--- config.mk ---
export PLATFORM = sky130hd
export DESIGN_NAME = rb_access_arbiter
export DESIGN_NICKNAME = d
export VERILOG_FILES = /design/src/rtl/rb_access_arbiter.sv
export SDC_FILE = /design/constraint.sdc
export NUM_CORES = 1
export LEC_CHECK = 0
export BUFFER_PORTS_ARGS = -buffer_cell sky130_fd_sc_hd__buf_2
export CAP_MARGIN = 20
export CORE_ASPECT_RATIO = 0.5
export CORE_MARGIN = 3
export CORE_UTILIZATION = 46
export DETAILED_ROUTE_END_ITERATION = 7
export GPL_ROUTABILITY_DRIVEN = 0
export PLACE_DENSITY = 0.79
export SLEW_MARGIN = 20
export SYNTH_ARGS = -nofsm -noshare
export SYNTH_HDL_FRONTEND = slang
export SYNTH_SLANG_ARGS = --single-unit
export TNS_END_PERCENT = 50
--- constraint.sdc ---
create_clock -name clk -period 1.88 [get_ports clk]
set_input_delay 0.376 -clock clk [delete_from_list [all_inputs] [get_ports clk]]
set_output_delay 0.376 -clock clk [all_outputs]
set_load 0.1 [all_outputs]
--- src/rtl/rb_access_arbiter.sv ---
// rb_access_arbiter: arbitrates I2C and UART requesters onto a single register-bank port
module rb_access_arbiter #(
    parameter int RD_LATENCY   = 1,
    parameter int LOCK_TIMEOUT = 1024
) (
    input  logic       clk,
    input  logic       resetb,
    input  logic       i2c_req,
    input  logic       i2c_we,
    input  logic [7:0] i2c_addr,
    input  logic [7:0] i2c_wdata,
    input  logic       i2c_lock,
    output logic       i2c_ack,
    output logic [7:0] i2c_rdata,
    input  logic       uart_req,
    input  logic       uart_we,
    input  logic [7:0] uart_addr,
    input  logic [7:0] uart_wdata,
    input  logic       uart_lock,
    output logic       uart_ack,
    output logic [7:0] uart_rdata,
    output logic [7:0] rb_address,
    output logic [7:0] rb_data_write,
    output logic       rb_reg_en,
    output logic       rb_write_en,
    input  logic [7:0] rb_data_read,
    output logic [1:0] grant_mon,
    output logic       lock_err
);
    typedef enum logic [2:0] {IDLE, ACCESS, WAIT_RD, ACK, LOCKED} state_t;

    state_t      state, state_nx;
    logic [1:0]  rst_sync;
    logic        owner, last_served, last_served_nx;
    logic        take, take_uart, lock_err_nx;
    logic        owner_req, owner_lock, rd_done, timeout;
    logic        lat_we;
    logic [7:0]  lat_addr, lat_wdata;
    logic [2:0]  rd_cnt;
    logic [15:0] lock_cnt;

    assign owner_req  = owner ? uart_req : i2c_req;
    assign owner_lock = owner ? uart_lock : i2c_lock;
    assign rd_done    = (state == WAIT_RD) && (rd_cnt == 3'(RD_LATENCY - 1));
    assign timeout    = (state == LOCKED) && (lock_cnt == 16'(LOCK_TIMEOUT - 1));

    // Reset release synchroniser: arbitration is held off until two edges after release
    always_ff @(posedge clk or negedge resetb) begin
        if (!resetb) rst_sync <= 2'b00;
        else         rst_sync <= {rst_sync[0], 1'b1};
    end

    // Next-state, grant decision and last_served update
    always_comb begin
        state_nx       = state;
        take           = 1'b0;
        take_uart      = owner;
        last_served_nx = last_served;
        lock_err_nx    = 1'b0;
        case (state)
            IDLE: begin
                if (rst_sync[1] && (i2c_req || uart_req)) begin
                    take      = 1'b1;
                    take_uart = (i2c_req && uart_req) ? ~last_served : uart_req;
                    state_nx  = ACCESS;
                end
            end
            ACCESS:  state_nx = lat_we ? ACK : WAIT_RD;
            WAIT_RD: state_nx = rd_done ? ACK : WAIT_RD;
            ACK: begin
                state_nx       = owner_lock ? LOCKED : IDLE;
                last_served_nx = owner_lock ? last_served : owner;
            end
            LOCKED: begin
                if (timeout) begin
                    state_nx       = IDLE;
                    last_served_nx = owner;
                    lock_err_nx    = 1'b1;
                end else if (owner_req) begin
                    take     = 1'b1;
                    state_nx = ACCESS;
                end else if (!owner_lock) begin
                    state_nx       = IDLE;
                    last_served_nx = owner;
                end
            end
            default: state_nx = IDLE;
        endcase
    end

    // State, fairness pointer and timeout pulse registers
    always_ff @(posedge clk or negedge resetb) begin
        if (!resetb) begin
            state       <= IDLE;
            last_served <= 1'b1;
            lock_err    <= 1'b0;
        end else begin
            state       <= state_nx;
            last_served <= last_served_nx;
            lock_err    <= lock_err_nx;
        end
    end

    // Capture owner and request fields at grant so later requester changes cannot disturb the access
    always_ff @(posedge clk or negedge resetb) begin
        if (!resetb) begin
            owner     <= 1'b0;
            lat_we    <= 1'b0;
            lat_addr  <= 8'h00;
            lat_wdata <= 8'h00;
        end else if (take) begin
            owner     <= take_uart;
            lat_we    <= take_uart ? uart_we : i2c_we;
            lat_addr  <= take_uart ? uart_addr : i2c_addr;
            lat_wdata <= take_uart ? uart_wdata : i2c_wdata;
        end
    end

    // Read-latency and lock-hold counters; both restart from zero on entry to their state
    always_ff @(posedge clk or negedge resetb) begin
        if (!resetb) begin
            rd_cnt   <= 3'd0;
            lock_cnt <= 16'd0;
        end else begin
            rd_cnt   <= (state == WAIT_RD && !rd_done) ? rd_cnt + 3'd1 : 3'd0;
            lock_cnt <= (state == LOCKED) ? lock_cnt + 16'd1 : 16'd0;
        end
    end

    // Per-port read data, loaded on the final read-latency edge and held until that port's next read
    always_ff @(posedge clk or negedge resetb) begin
        if (!resetb) begin
            i2c_rdata  <= 8'h00;
            uart_rdata <= 8'h00;
        end else if (rd_done) begin
            if (owner) uart_rdata <= rb_data_read;
            else       i2c_rdata  <= rb_data_read;
        end
    end

    assign i2c_ack       = (state == ACK) && !owner;
    assign uart_ack      = (state == ACK) && owner;
    assign grant_mon     = (state == IDLE) ? 2'b00 : (owner ? 2'b10 : 2'b01);
    assign rb_reg_en     = (state == ACCESS);
    assign rb_write_en   = (state == ACCESS) && lat_we;
    assign rb_address    = (state == ACCESS || state == WAIT_RD) ? lat_addr : 8'h00;
    assign rb_data_write = (state == ACCESS) ? lat_wdata : 8'h00;
endmodule

=== Word-level counts from Yosys, hierarchy flattened ===
Cells that the tools add are included.

* Output and inout bits: 39
* Input port bits: 48
* Register bits after elaboration: 60
* Word-level logic and storage cells: 75

* Add/sub/neg operators: 2
* Reduce and logical (&&, ||, !) cells: 19
* Equality and inequality tests: 8
* Mux-type cells: 32
* Bitwise logic cells: 2

{| class="wikitable"
|+ Operators with widths
! operator !! number
|-
| $mux W8 || 4
|-
| $mux W3 || 6
|-
| $add A16 B1 Y16 const B || 1
|-
| $eq A16 B10 Y1 const B || 1
|-
| $mux W1 || 16
|-
| $mux W16 || 1
|-
| $pmux W3 S5 || 1
|-
| $logic_and A1 B1 Y1 || 8
|-
| $reduce_and A2 Y1 || 4
|-
| $eq A3 B2 Y1 const B || 2
|-
| $logic_not A3 Y1 || 2
|-
| $mux W2 || 2
|-
| $ne A4 B4 Y1 const B || 1
|-
| $pmux W1 S2 || 2
|-
| $add A3 B1 Y3 const B || 1
|-
| $eq A3 B1 Y1 const B || 1
|-
| $eq A3 B3 Y1 const B || 1
|-
| $ne A3 B3 Y1 const B || 1
|-
| $logic_not A1 Y1 || 2
|-
| $logic_or A1 B1 Y1 || 2
|-
| $ne A2 B2 Y1 const B || 1
|-
| $not A1 Y1 || 2
|-
| $reduce_bool A2 Y1 || 1
|}

=== Depth between registers and ports, before layout ===
Gate-level depths: netlist of run 1.

* Word-level depth: 5
* Depth in mapped cells: 6
* Mapped depth without buffers: 6

=== Worst setup path before layout of run 1 ===
OpenSTA, ideal clock, no wires.

* Path kind: register -> output
* From: register state[1]
* To: output port rb_data_write[0]
* Stages on the path, launching flop included: 4
* Data required time: 1.504 ns
* Slack: -2.328 ns
* Buffers on the path: 1
* Arrival time: 3.832 ns
* Path through: dfrtp_1 -> buf_2 -> nor3_1 -> and2_1

* Cells in the longest elaborated chain, start to end: 2

{| class="wikitable"
|+ RTL lines
! what !! line !! source
|-
| start, declared || 32 || <nowiki>state_t state, state_nx;</nowiki>
|-
| start signal, assigned || 98 || <nowiki>state <= state_nx;</nowiki>
|-
| $eq A3 B1 Y1 || -- ||
|-
| net rb_reg_en || 24 || <nowiki>output logic rb_reg_en,</nowiki>
|-
| $mux W8 || 147 || <nowiki>assign rb_data_write = (state == ACCESS) ? lat_wdata : 8'h00;</nowiki>
|-
| end, declared || 23 || <nowiki>output logic [7:0] rb_data_write,</nowiki>
|}

The timed path passes the listed nets, and every way through them passes these cells.

=== Worst setup path after layout of run 1 ===
* From: register state[0]
* To: output port rb_address[5]

* Cells in the longest elaborated chain, start to end: 3
* Elaborated cells on any way between the ends: 4
* Those cells by class: eq/ne: 2; mux: 1; reduce/logical: 1

{| class="wikitable"
|+ RTL lines
! what !! line !! source
|-
| $eq A3 B1 Y1 / $eq A3 B2 Y1 (equally long branches) || 146 || <nowiki>assign rb_address = (state == ACCESS || state == WAIT_RD) ? lat_addr : 8'h00;</nowiki>
|-
| $logic_or A1 B1 Y1 (*) || 146 ||
|-
| $mux W8 (*) || 146 ||
|-
| end, declared || 22 || <nowiki>output logic [7:0] rb_address,</nowiki>
|}

Mark *: on every way between the ends. The rest lies on a longest branch, timed or not.

==> out/metrics.sh, run 1 <==
OUTCOME='finished with violations'
FAILED_CHECKS='setup timing'
MAX_STAGE_DELAY_NS=0.43
SYNTH_ENABLE_FLOP_CELLS=0
CPMAXSTAGEDELAYCELL='sky130_fd_sc_hd__dfrtp_2'
YS_FF_LATCH=60
HOLD_WC_PATH_TYPE='in -> reg'
DIEWIDTH_UM=129
DRT_FIRST_ITER_VIOLATIONS=273
SYNTH.DISTINCT_CELLS=44
FILLERS=449
HIGHEST_LAYER='met4'
GRT_ANTENNA_BEFORE_REPAIR=0
LAYOUT.NETS=521
IOS=87
LAYOUT-AREA-OVERHEAD-VS-SYNTH_PCT=45.3
CP.ARRIVAL_NS=1.70
CLK_PIN_SLEW_NS=0.05
ROUTE.DETAILED.DRC=0
CTS_MADE_BUFFERS=9
SETUP_VIOL=38
WORSTSKEWPAIRLATENCY_NS=0.34
TIMING.CRITICAL_PATH.FROM_TYPE='flop'
CRIT_PATH_CELL_TRACE='buf_6 -> xnor2_2 -> nor2_2 -> buf_4 -> and2_4 -> buf_12'
SYNTH_TOP_AREA_CELL='sky130_fd_sc_hd__dfrtp_1'
VIAS_PER_CELL=5.91
TIMING.CRITICAL_PATH.TO_TYPE='primary output'
MOSTFREQUENTLAYOUTCELL='sky130_fd_sc_hd__buf_2'
CP_MAX_FO=5
DRT_PASS1_ITERATIONS=5
SYNTH_FP_NETS=404
DR_WL_MET2_UM=5140
POST-DP-HPWL_UM=6310
MOST-COMMON-LAYOUT-CELLS='sky130_fd_sc_hd__buf_2, sky130_fd_sc_hd__dfrtp_1, sky130_fd_sc_hd__nand4_1'
GRT_PASS1_VIAS=3194
DIE_FOOTPRINT_MM2=0.00875
POST_ROUTE_CELLS_DRIVE_ABOVE_1_SHARE_PCT=46.1
DIODES=0
NETLIST_INSTANCES=353
M1WIRELENGTH_UM=4010
CTS-ROOT-TO-SINK-BUFFERS=2
CTS_SINKS=60
FINCLKSKEW_NS=0.00710
HOLD_VIOL_FINAL=0
YOSYS.AREA.TOP_TYPE_SHARE_PCT=42.2
FIN_CRIT_SH_PCT=110
AVGSYNTHCELLAREA_UM2=9.91
CORE_AREA_MM2=0.00702
YOSYS-TOP-CELLS-AREA='sky130_fd_sc_hd__dfrtp_1, sky130_fd_sc_hd__nand4_1, sky130_fd_sc_hd__mux2_2, sky130_fd_sc_hd__mux2_4, sky130_fd_sc_hd__a22o_1'
FINAL_ANTENNA_NET_COUNT=0
MULTIINPUTGATEAREA_MM2=0.00194
FIN_WS_NS=-0.192
YOSYSSEQAREASHARE_PCT=42.9
MAX-CAP-VIOLATIONS=0
FINAL.MIN_CLOCK_PERIOD_NS=2.07
PORT_BUFFER_CELLS=86
SEQ_AREA_MM2=0.00151
CTS-ROOT-BUF='sky130_fd_sc_hd__clkbuf_16'
CLOCK_TREE_FROM_TRITONCTS='done'
GROUTE.USAGE.OVERALL_PCT=23.5
DIE_H_UM=67.7
SLEW_VIOLATIONS=0
FINISH.CELL_COUNT_WITHOUT_FILLERS=565
SYNTH_WARNINGS=0
VIA_COUNT=3338
TIMING_WORST_SETUP_PATH_TYPE='reg -> out'
DP.CELLS=532
GRT_OVERFLOW=0
TOTALWIRELENGTH_UM=10200
ASYNC_S_R_FF_SHARE_SYNTH_PCT=100
WL_MET3_UM=746
SETUP_REPAIR_AFTER_GLOBAL_ROUTING_MISSED_ITS_MARGIN='yes'
WIRE_PER_INST_UM=18.1
CTSHTREEMAXLEVEL=3
GRT_FIRST_PASS_WIRELENGTH_UM=15600
YS_DOMINANT_REG_CELL='sky130_fd_sc_hd__dfrtp_1'
MAXCLOCKFREQUENCY_MHz=483
NUMBER_OF_PLACEMENT_ROWS=21
LARGEST_NET_DEGREE_AT_THE_START_OF_GLOBAL_ROUTING=50
INITIAL_CORE_UTILIZATION_PCT=49.9
POST_SYNTH_INSTANCE_AREA_MM2=0.00350
CRITICAL_PATH_REQUIRED_NS=1.50
==> routing by layer <==
metal  global-route usage [%]  vias to the layer above
li1                         -                     1500
met2                     40.1                      148
met1                     27.6                     1654
met3                     7.27                       36
met4                     10.6                        0
met5                        0                        -
==> path summary, 6_finish.rpt <==
| check | startpoint | endpoint | slack, ns | cells past startpoint |
|---|---|---|---|---|
| max in group asynchronous | resetb | last_served$_DFFE_PN1P_ | 0.82 | 3 |
| worst max register to register | state[1]$_DFFE_PN0P_ | lat_wdata[3]$_DFFE_PN0P_ | -0.13 | 8 |
| worst max-delay path | state[0]$_DFFE_PN0P_ | rb_address[5] | -0.19 | 6 |
| worst min register to register | rst_sync[0]$_DFF_PN0_ | rst_sync[1]$_DFF_PN0_ | 0.36 | 0 |
| min in group asynchronous | resetb | lock_cnt[11]$_DFF_PN0_ | 0.47 | 2 |
| worst min-delay path | rb_data_read[1] | uart_rdata[1]$_DFFE_PN0P_ | 0.26 | 2 |
==> sequential cells by signal (all words and copies together) (netlist names) <==
register	count
lat_addr	8
lock_err	1
uart_rdata	8
rd_cnt	3
lat_we	1
rst_sync	2
state	3
lock_cnt	16
last_served	1
owner	1
lat_wdata	8
i2c_rdata	8
==> what timing repair did <==
item / CTS / global route
hold buffers: 1 / 0
gates cloned: 1 / 1
buffers inserted: 9 / 7
endpoints found under the setup margin: 20 / 41
pin swaps: 2 / 3
gates resized for setup: 13 / 16
hold endpoints to repair: 11 / 0
==> logic make-up after synthesis <==
family          after synthesis  synth area share, %
compound gates               38                 8.37
mux                          36                 12.6
xor+xnor                     12                 3.00
simple gates                168                 27.7
fa+ha+maj                     3                 1.07
other cells                   1                0.107
flops                        60                 42.9
buf+inv                      35                 4.25
==> per-stage QoR <==
| stage | utilization [%] | worst slack [ns] | TNS, ns | area [um2] | hold slack [ns] |
|---|---|---|---|---|---|
| floorplan | - | -0.440 | -6.08 | 3550 | 0.0804 |
| global placement | 65.0 | 0.113 | 0 | 4560 | 0.276 |
| detailed placement | 65.0 | 0.0457 | 0 | 4560 | 0.280 |
| CTS | 71.1 | -0.147 | -2.02 | 4990 | 0.257 |
| global route | 72.5 | -0.235 | -6.21 | 5090 | 0.275 |
| finish | 72.5 | -0.192 | -4.50 | 5090 | 0.261 |
==> critical path, delay by kind of cell, from the launching register on <==
family        cells  cell delay, ns
xor+xnor          1            0.12
flops             1            0.43
simple gates      2            0.32
buf+inv           3            0.49
==> synthesized netlist by cell type (all sizes together) (7+ instances only) <==
master / instances
nor2: 22
mux2: 34
nand4: 40
xnor2: 7
a21oi: 7
inv: 9
dfrtp: 59
nand2b: 18
nand3: 23
and2: 18
nand2: 24
clkbuf: 20
a22o: 17
==> layout make-up <==
cell class                      count  area share (%)
Tap cell                           92            2.26
Sequential cell                    60            29.6
Clock inverter                      2           0.197
Clock buffer                       12            5.24
Inverter                            9           0.664
Multi-Input combinational cell    258            38.1
Timing Repair Buffer              132            23.9
Power of run 1 is left out: the tool's default activity adds up to more than one toggle a clock period on the data nets, which glitch-free logic cannot reach.
==> inputs of run 2 (changes only) <==
Settings changed: PLACE_DENSITY 0.79 to 0.77.
Clock period 1.88 ns to 2.2 ns, I/O delays scaled along.
==> out/metrics.sh, run 2 (synthesis gave the netlist of run 1 again) <==
TIMING_WORST_SETUP_PATH_TYPE='reg -> out'  # unchanged
TIMING.CRITICAL_PATH.TO_TYPE='primary output'  # unchanged
LARGEST_NET_DEGREE_AT_THE_START_OF_GLOBAL_ROUTING=61  # was 50
INITIAL_CORE_UTILIZATION_PCT=49.9  # unchanged
MAX-CAP-VIOLATIONS=0  # unchanged
R2R_END='lat_wdata[3]$_DFFE_PN0P_'  # unchanged
WORST-R2R-CELL-COUNT=6  # was 8
TOP_REGISTER='lock_cnt'  # unchanged
CLK_PIN_SLEW_NS=0.05  # about the same
GRT_OVERFLOW=0  # unchanged
CTS-ROOT-TO-SINK-BUFFERS=2  # unchanged
POST-DP-HPWL_UM=5720  # was 6310 um
OUTCOME='finished clean'  # was finished with violations
DESIGN_AREA_MM2=0.00470  # was 0.00509 mm2
HOLD_VIOL_FINAL=0  # unchanged
CTS_MADE_BUFFERS=9  # unchanged
DRT_FIRST_ITER_VIOLATIONS=198  # was 273
VIA_COUNT=2953  # was 3338
POST_ROUTE_CELLS_DRIVE_ABOVE_1_SHARE_PCT=39.1  # was 46.1%
REG2REG_FROM='lock_cnt[0]$_DFF_PN0_'  # was state[1]$_DFFE_PN0P_
NUMBER_OF_PLACEMENT_ROWS=21  # unchanged
WIRE_PER_INST_UM=15.5  # was 18.1 um
CRITICAL_PATH_REQUIRED_NS=1.76  # was 1.50 ns
MOST-COMMON-LAYOUT-CELLS='sky130_fd_sc_hd__buf_2, sky130_fd_sc_hd__dfrtp_1, sky130_fd_sc_hd__nand4_1'  # unchanged
CTS_SINKS=60  # unchanged
GRT_ANTENNA_BEFORE_REPAIR=0  # unchanged
CTS-ROOT-BUF='sky130_fd_sc_hd__clkbuf_16'  # unchanged
LAYOUT.NETS=491  # was 521
MAXCLOCKFREQUENCY_MHz=484
GRT_FIRST_PASS_WIRELENGTH_UM=13400  # was 15600 um
FINCLKSKEW_NS=0.00479  # was 0.00710 ns
WORSTSKEWPAIRLATENCY_NS=0.33  # was 0.34 ns
IOS=87  # unchanged
FINAL.MIN_CLOCK_PERIOD_NS=2.07
CTSHTREEMAXLEVEL=3  # unchanged
GRT_PASS1_VIAS=2806  # was 3194
TIMING.CRITICAL_PATH.FROM_TYPE='flop'  # unchanged
TNS_NS=0  # was -4.50 ns
HOLD_WC_PATH_TYPE='in -> async'  # was in -> reg
HOLD_BUFFERS=0  # was 1
FIN_CRIT_SH_PCT=93.9
DIEWIDTH_UM=129  # unchanged
TOTALWIRELENGTH_UM=8330  # was 10200 um
CP.ARRIVAL_NS=1.63  # was 1.70 ns
DIODES=0  # unchanged
CLOCK_TREE_FROM_TRITONCTS='done'  # unchanged
DRT_PASS1_ITERATIONS=4  # was 5
FINISH.CELL_COUNT_WITHOUT_FILLERS=537  # was 565
HEADROOM_TO_THE_MAX_SLEW_LIMIT_PCT=65.8
WORST-R2R-SETUP-SLACK_NS=0.35  # was -0.13 ns
MOSTFREQUENTLAYOUTCELL='sky130_fd_sc_hd__buf_2'  # unchanged
CP_MAX_FO=9  # was 5
LAYOUT-AREA-OVERHEAD-VS-SYNTH_PCT=34.4  # was 45.3%
GROUTE.USAGE.OVERALL_PCT=19.8  # was 23.5%
TIMING.HOLD.WS_NS=0.107  # was 0.261 ns
DIE_H_UM=67.7  # unchanged
CORE_AREA_MM2=0.00702  # unchanged
VIAS_PER_CELL=5.50  # was 5.91
PORT_BUFFER_CELLS=86  # unchanged
SLEW_VIOLATIONS=0  # unchanged
FINAL_ANTENNA_NET_COUNT=0  # unchanged
SETUP_REPAIR_AFTER_GLOBAL_ROUTING_MISSED_ITS_MARGIN='no'  # was yes
CP-STARTPOINT='state[1]$_DFFE_PN0P_'  # was state[0]$_DFFE_PN0P_
SETUP_VIOL=0  # was 38
DPL_CELL_AREA_MM2=0.00440  # was 0.00456 mm2
DP.CELLS=518  # was 532
MEASURED_SLEW_AT_THE_WORST_SLEW_CHECK_PIN_NS=0.513
LARGEST_REGISTER_FFS=16  # unchanged
DIE_FOOTPRINT_MM2=0.00875  # unchanged
ROUTE.DETAILED.DRC=0  # unchanged
-- run 2: cell count changes in the layout (fill, tap and decap cells not counted), sizes merged --
cell	change
dlygate4sd3	-1
clkinv	+2
clkinvlp	+1
bufbuf	-1
buf	-29
-- run 2: how the worst max path moves through the flow --
stage,to,depth (start not counted),slack [ns]
after floorplan,grant_mon[0],4,-0.31
after global placement,rb_data_write[0],4,0.32
after detailed placement,rb_data_write[0],4,0.28
after CTS,i2c_ack,3,0.03
after global routing,rb_address[7],5,0.07
final,rb_address[7],5,0.13
-- run 2: timing repair --
action / CTS / global route
setup endpoints to repair: 10 / 5
gates cloned: 0 / 0
resized for setup: 0 / 3
buffers inserted: 3 / 0
pin swaps: 1 / 0
-- run 2: critical path: stages (launching register included) --
cell	delay (ns)
sky130_fd_sc_hd__dfrtp_2	0.49
sky130_fd_sc_hd__xnor2_1	0.16
sky130_fd_sc_hd__nor2_1	0.09
sky130_fd_sc_hd__buf_4	0.16
sky130_fd_sc_hd__and2_1	0.21
sky130_fd_sc_hd__buf_12	0.19
-- run 2: per-layer routing --
metal / up-vias / routed length, um / GRT usage (%)
li1: 1454 / - / -
met1: 1408 / 3700 / 24.5
met2: 73 / 4070 / 33.2
met3: 18 / 368 / 5.06
met4: 0 / 189 / 8.64
met5: - / 0 / 0
-- run 2: area by class of cell --
class                           count  area (um2)
Clock buffer                       11         243
Clock inverter                      5        27.5
Fill cell                         523        2310
Inverter                            9        36.3
Multi-Input combinational cell    258        1880
Sequential cell                    60        1510
Tap cell                           92         115
Timing Repair Buffer              102         891
-- run 2: stage by stage --
stage                     utilization, %  setup WS, ns
final                               67.0         0.134
after global routing                67.0        0.0687
after CTS                           67.0        0.0315
after detailed placement            62.8         0.275
after global placement              62.8         0.322
after floorplan                        -        -0.306
Power of run 2 is left out for the same reason.
==> inputs of run 3 (changes only) <==
==> constraint.sdc (replaced) <==
create_clock -name clk -period 2.2 [get_ports clk]
set_input_delay 0.33 -clock clk [delete_from_list [all_inputs] [get_ports clk]]
set_output_delay 0.33 -clock clk [all_outputs]
set_load 0.1 [all_outputs]
==> out/metrics.sh, run 3 (synthesis gave the netlist of run 1 again) <==
CLK_PIN_SLEW_NS=0.05  # about the same
HOLD_VIOL_FINAL=7  # was 0
MOSTFREQUENTLAYOUTCELL='sky130_fd_sc_hd__buf_2'  # unchanged
R2R_END='lat_addr[2]$_DFFE_PN0P_'  # was lat_wdata[3]$_DFFE_PN0P_
MULTIINPUTGATEAREA_MM2=0.00188  # unchanged
LAYOUT-AREA-OVERHEAD-VS-SYNTH_PCT=34.8  # was 34.4%
TOP_REGISTER='lock_cnt'  # unchanged
DIE_H_UM=67.7  # unchanged
TIMING.HOLD.WS_NS=-0.00314  # was 0.107 ns
CLOCK_TREE_FROM_TRITONCTS='done'  # unchanged
FAILED_CHECKS='hold timing'
TIMING.CRITICAL_PATH.FROM_TYPE='flop'  # unchanged
GRT_ANTENNA_BEFORE_REPAIR=0  # unchanged
VIA_COUNT=2916  # was 2953
INITIAL_CORE_UTILIZATION_PCT=49.9  # unchanged
IOS=87  # unchanged
DP.CELLS=520  # was 518
WIRE_PER_INST_UM=15.2  # was 15.5 um
TIMING.CRITICAL_PATH.TO_TYPE='primary output'  # unchanged
GRT_PASS1_VIAS=2821  # was 2806
CP.ARRIVAL_NS=1.73  # was 1.63 ns
HOLD_BUFFERS=0  # unchanged
DIEWIDTH_UM=129  # unchanged
DPL_CELL_AREA_MM2=0.00439  # was 0.00440 mm2
DESIGN_AREA_MM2=0.00472  # was 0.00470 mm2
GRT_FIRST_PASS_WIRELENGTH_UM=13300  # was 13400 um
WORST-R2R-CELL-COUNT=5  # was 6
CORE_AREA_MM2=0.00702  # unchanged
FILLERS=534  # was 523
TOTALWIRELENGTH_UM=8150  # was 8330 um
HOLD_WC_PATH_TYPE='in -> async'  # unchanged
LAYOUT.NETS=490  # was 491
SETUP_VIOL=0  # unchanged
FINISH.CELL_COUNT_WITHOUT_FILLERS=536  # was 537
DRT_PASS1_ITERATIONS=5  # was 4
GROUTE.USAGE.OVERALL_PCT=19.5  # was 19.8%
ROUTE.DETAILED.DRC=0  # unchanged
PORT_BUFFER_CELLS=86  # unchanged
MEASURED_SLEW_AT_THE_WORST_SLEW_CHECK_PIN_NS=0.513  # about the same
LARGEST_REGISTER_FFS=16  # unchanged
MAX-CAP-VIOLATIONS=0  # unchanged
SEQ_AREA_MM2=0.00150  # was 0.00151 mm2
CTSHTREEMAXLEVEL=3  # unchanged
FINAL.MIN_CLOCK_PERIOD_NS=2.06  # was 2.07 ns
SETUP_REPAIR_AFTER_GLOBAL_ROUTING_MISSED_ITS_MARGIN='no'  # unchanged
FINCLKSKEW_NS=0.00395  # was 0.00479 ns
FIN_CRIT_SH_PCT=93.5  # was 93.9%
MAXCLOCKFREQUENCY_MHz=486  # was 484 MHz
GRT_OVERFLOW=0  # unchanged
DIE_FOOTPRINT_MM2=0.00875  # unchanged
DIODES=0  # unchanged
FINAL_ANTENNA_NET_COUNT=0  # unchanged
CTS-ROOT-BUF='sky130_fd_sc_hd__clkbuf_16'  # unchanged
SLEW_VIOLATIONS=0  # unchanged
CRITICAL_PATH_REQUIRED_NS=1.87  # was 1.76 ns
VIAS_PER_CELL=5.44  # was 5.50
CP_MAX_FO=7  # was 9
TIMING_WORST_SETUP_PATH_TYPE='reg -> out'  # unchanged
NUMBER_OF_PLACEMENT_ROWS=21  # unchanged
MOST-COMMON-LAYOUT-CELLS='sky130_fd_sc_hd__buf_2, sky130_fd_sc_hd__dfrtp_1, sky130_fd_sc_hd__nand4_1'  # unchanged
WORSTSKEWPAIRLATENCY_NS=0.32  # was 0.33 ns
OUTCOME='finished with violations'  # was finished clean
HEADROOM_TO_THE_MAX_SLEW_LIMIT_PCT=65.8  # about the same
LARGEST_NET_DEGREE_AT_THE_START_OF_GLOBAL_ROUTING=61  # unchanged
POST-DP-HPWL_UM=5810  # was 5720 um
CTS_SINKS=60  # unchanged
REG2REG_FROM='state[1]$_DFFE_PN0P_'  # was lock_cnt[0]$_DFF_PN0_
CTS-ROOT-TO-SINK-BUFFERS=2  # unchanged
DRT_FIRST_ITER_VIOLATIONS=167  # was 198
CTS_MADE_BUFFERS=9  # unchanged
POST_ROUTE_CELLS_DRIVE_ABOVE_1_SHARE_PCT=39.0  # was 39.1%
WORST-R2R-SETUP-SLACK_NS=0.34  # was 0.35 ns
-- run 3: cell types whose count changed in the layout (fill, tap and decap cells not counted), sizes merged --
| cell | change |
|---|---|
| bufinv | +1 |
| clkbuf | +1 |
| clkinv | -3 |
-- run 3: stage by stage --
step / hold WS (ns) / setup slack, ns / setup TNS [ns] / util, %
2_1_floorplan: 0.0344 / -0.196 / -1.12 / -
3_3_place_gp: 0.333 / 0.407 / 0 / 62.6
3_5_place_dp: 0.346 / 0.343 / 0 / 62.6
4_1_cts: 0.00763 / 0.0616 / 0 / 67.2
5_1_grt: 0.0182 / 0.00468 / 0 / 67.2
6_report: -0.00314 / 0.144 / 0 / 67.2
-- run 3: how the worst max path moves through the flow --
| stage | startpoint | endpoint | cells past startpoint |
|---|---|---|---|
| final | state[0]$_DFFE_PN0P_ | rb_data_write[0] | 5 |
| after detailed placement | lock_cnt[0]$_DFF_PN0_ | lat_wdata[2]$_DFFE_PN0P_ | 6 |
| after global placement | lock_cnt[0]$_DFF_PN0_ | lat_we$_DFFE_PN0P_ | 6 |
| after floorplan | state[1]$_DFFE_PN0P_ | grant_mon[0] | 4 |
| after global routing | state[1]$_DFFE_PN0P_ | i2c_ack | 3 |
| after CTS | state[0]$_DFFE_PN0P_ | rb_write_en | 5 |
-- run 3: timing repair --
item	in CTS	in global routing
resized for setup	0	1
buffers inserted	0	0
endpoints found under the setup margin	0	5
-- run 3: area by class of cell --
| class | instances | area share, % |
|---|---|---|
| Clock inverter | 3 | 0.902 |
| Multi-Input combinational cell | 258 | 40.0 |
| Timing Repair Buffer | 101 | 18.1 |
| Sequential cell | 60 | 31.9 |
| Tap cell | 92 | 2.44 |
| Inverter | 9 | 0.769 |
| Clock buffer | 13 | 5.94 |
-- run 3: layer usage --
| metal | global-route usage [%] | wire, um |
|---|---|---|
| met5 | 0 | 0 |
| met4 | 5.63 | 63 |
| met3 | 5.69 | 348 |
| met2 | 34.6 | 4300 |
| met1 | 23.3 | 3430 |
-- run 3: worst max-delay path, stage by stage, from the launching register on --
cell and delay [ns]:
sky130_fd_sc_hd__dfrtp_2 0.47, sky130_fd_sc_hd__inv_4 0.07, sky130_fd_sc_hd__nor3_4 0.30, sky130_fd_sc_hd__buf_4 0.20, sky130_fd_sc_hd__and2_2 0.18, sky130_fd_sc_hd__buf_12 0.18
Power of run 3 is left out for the same reason.
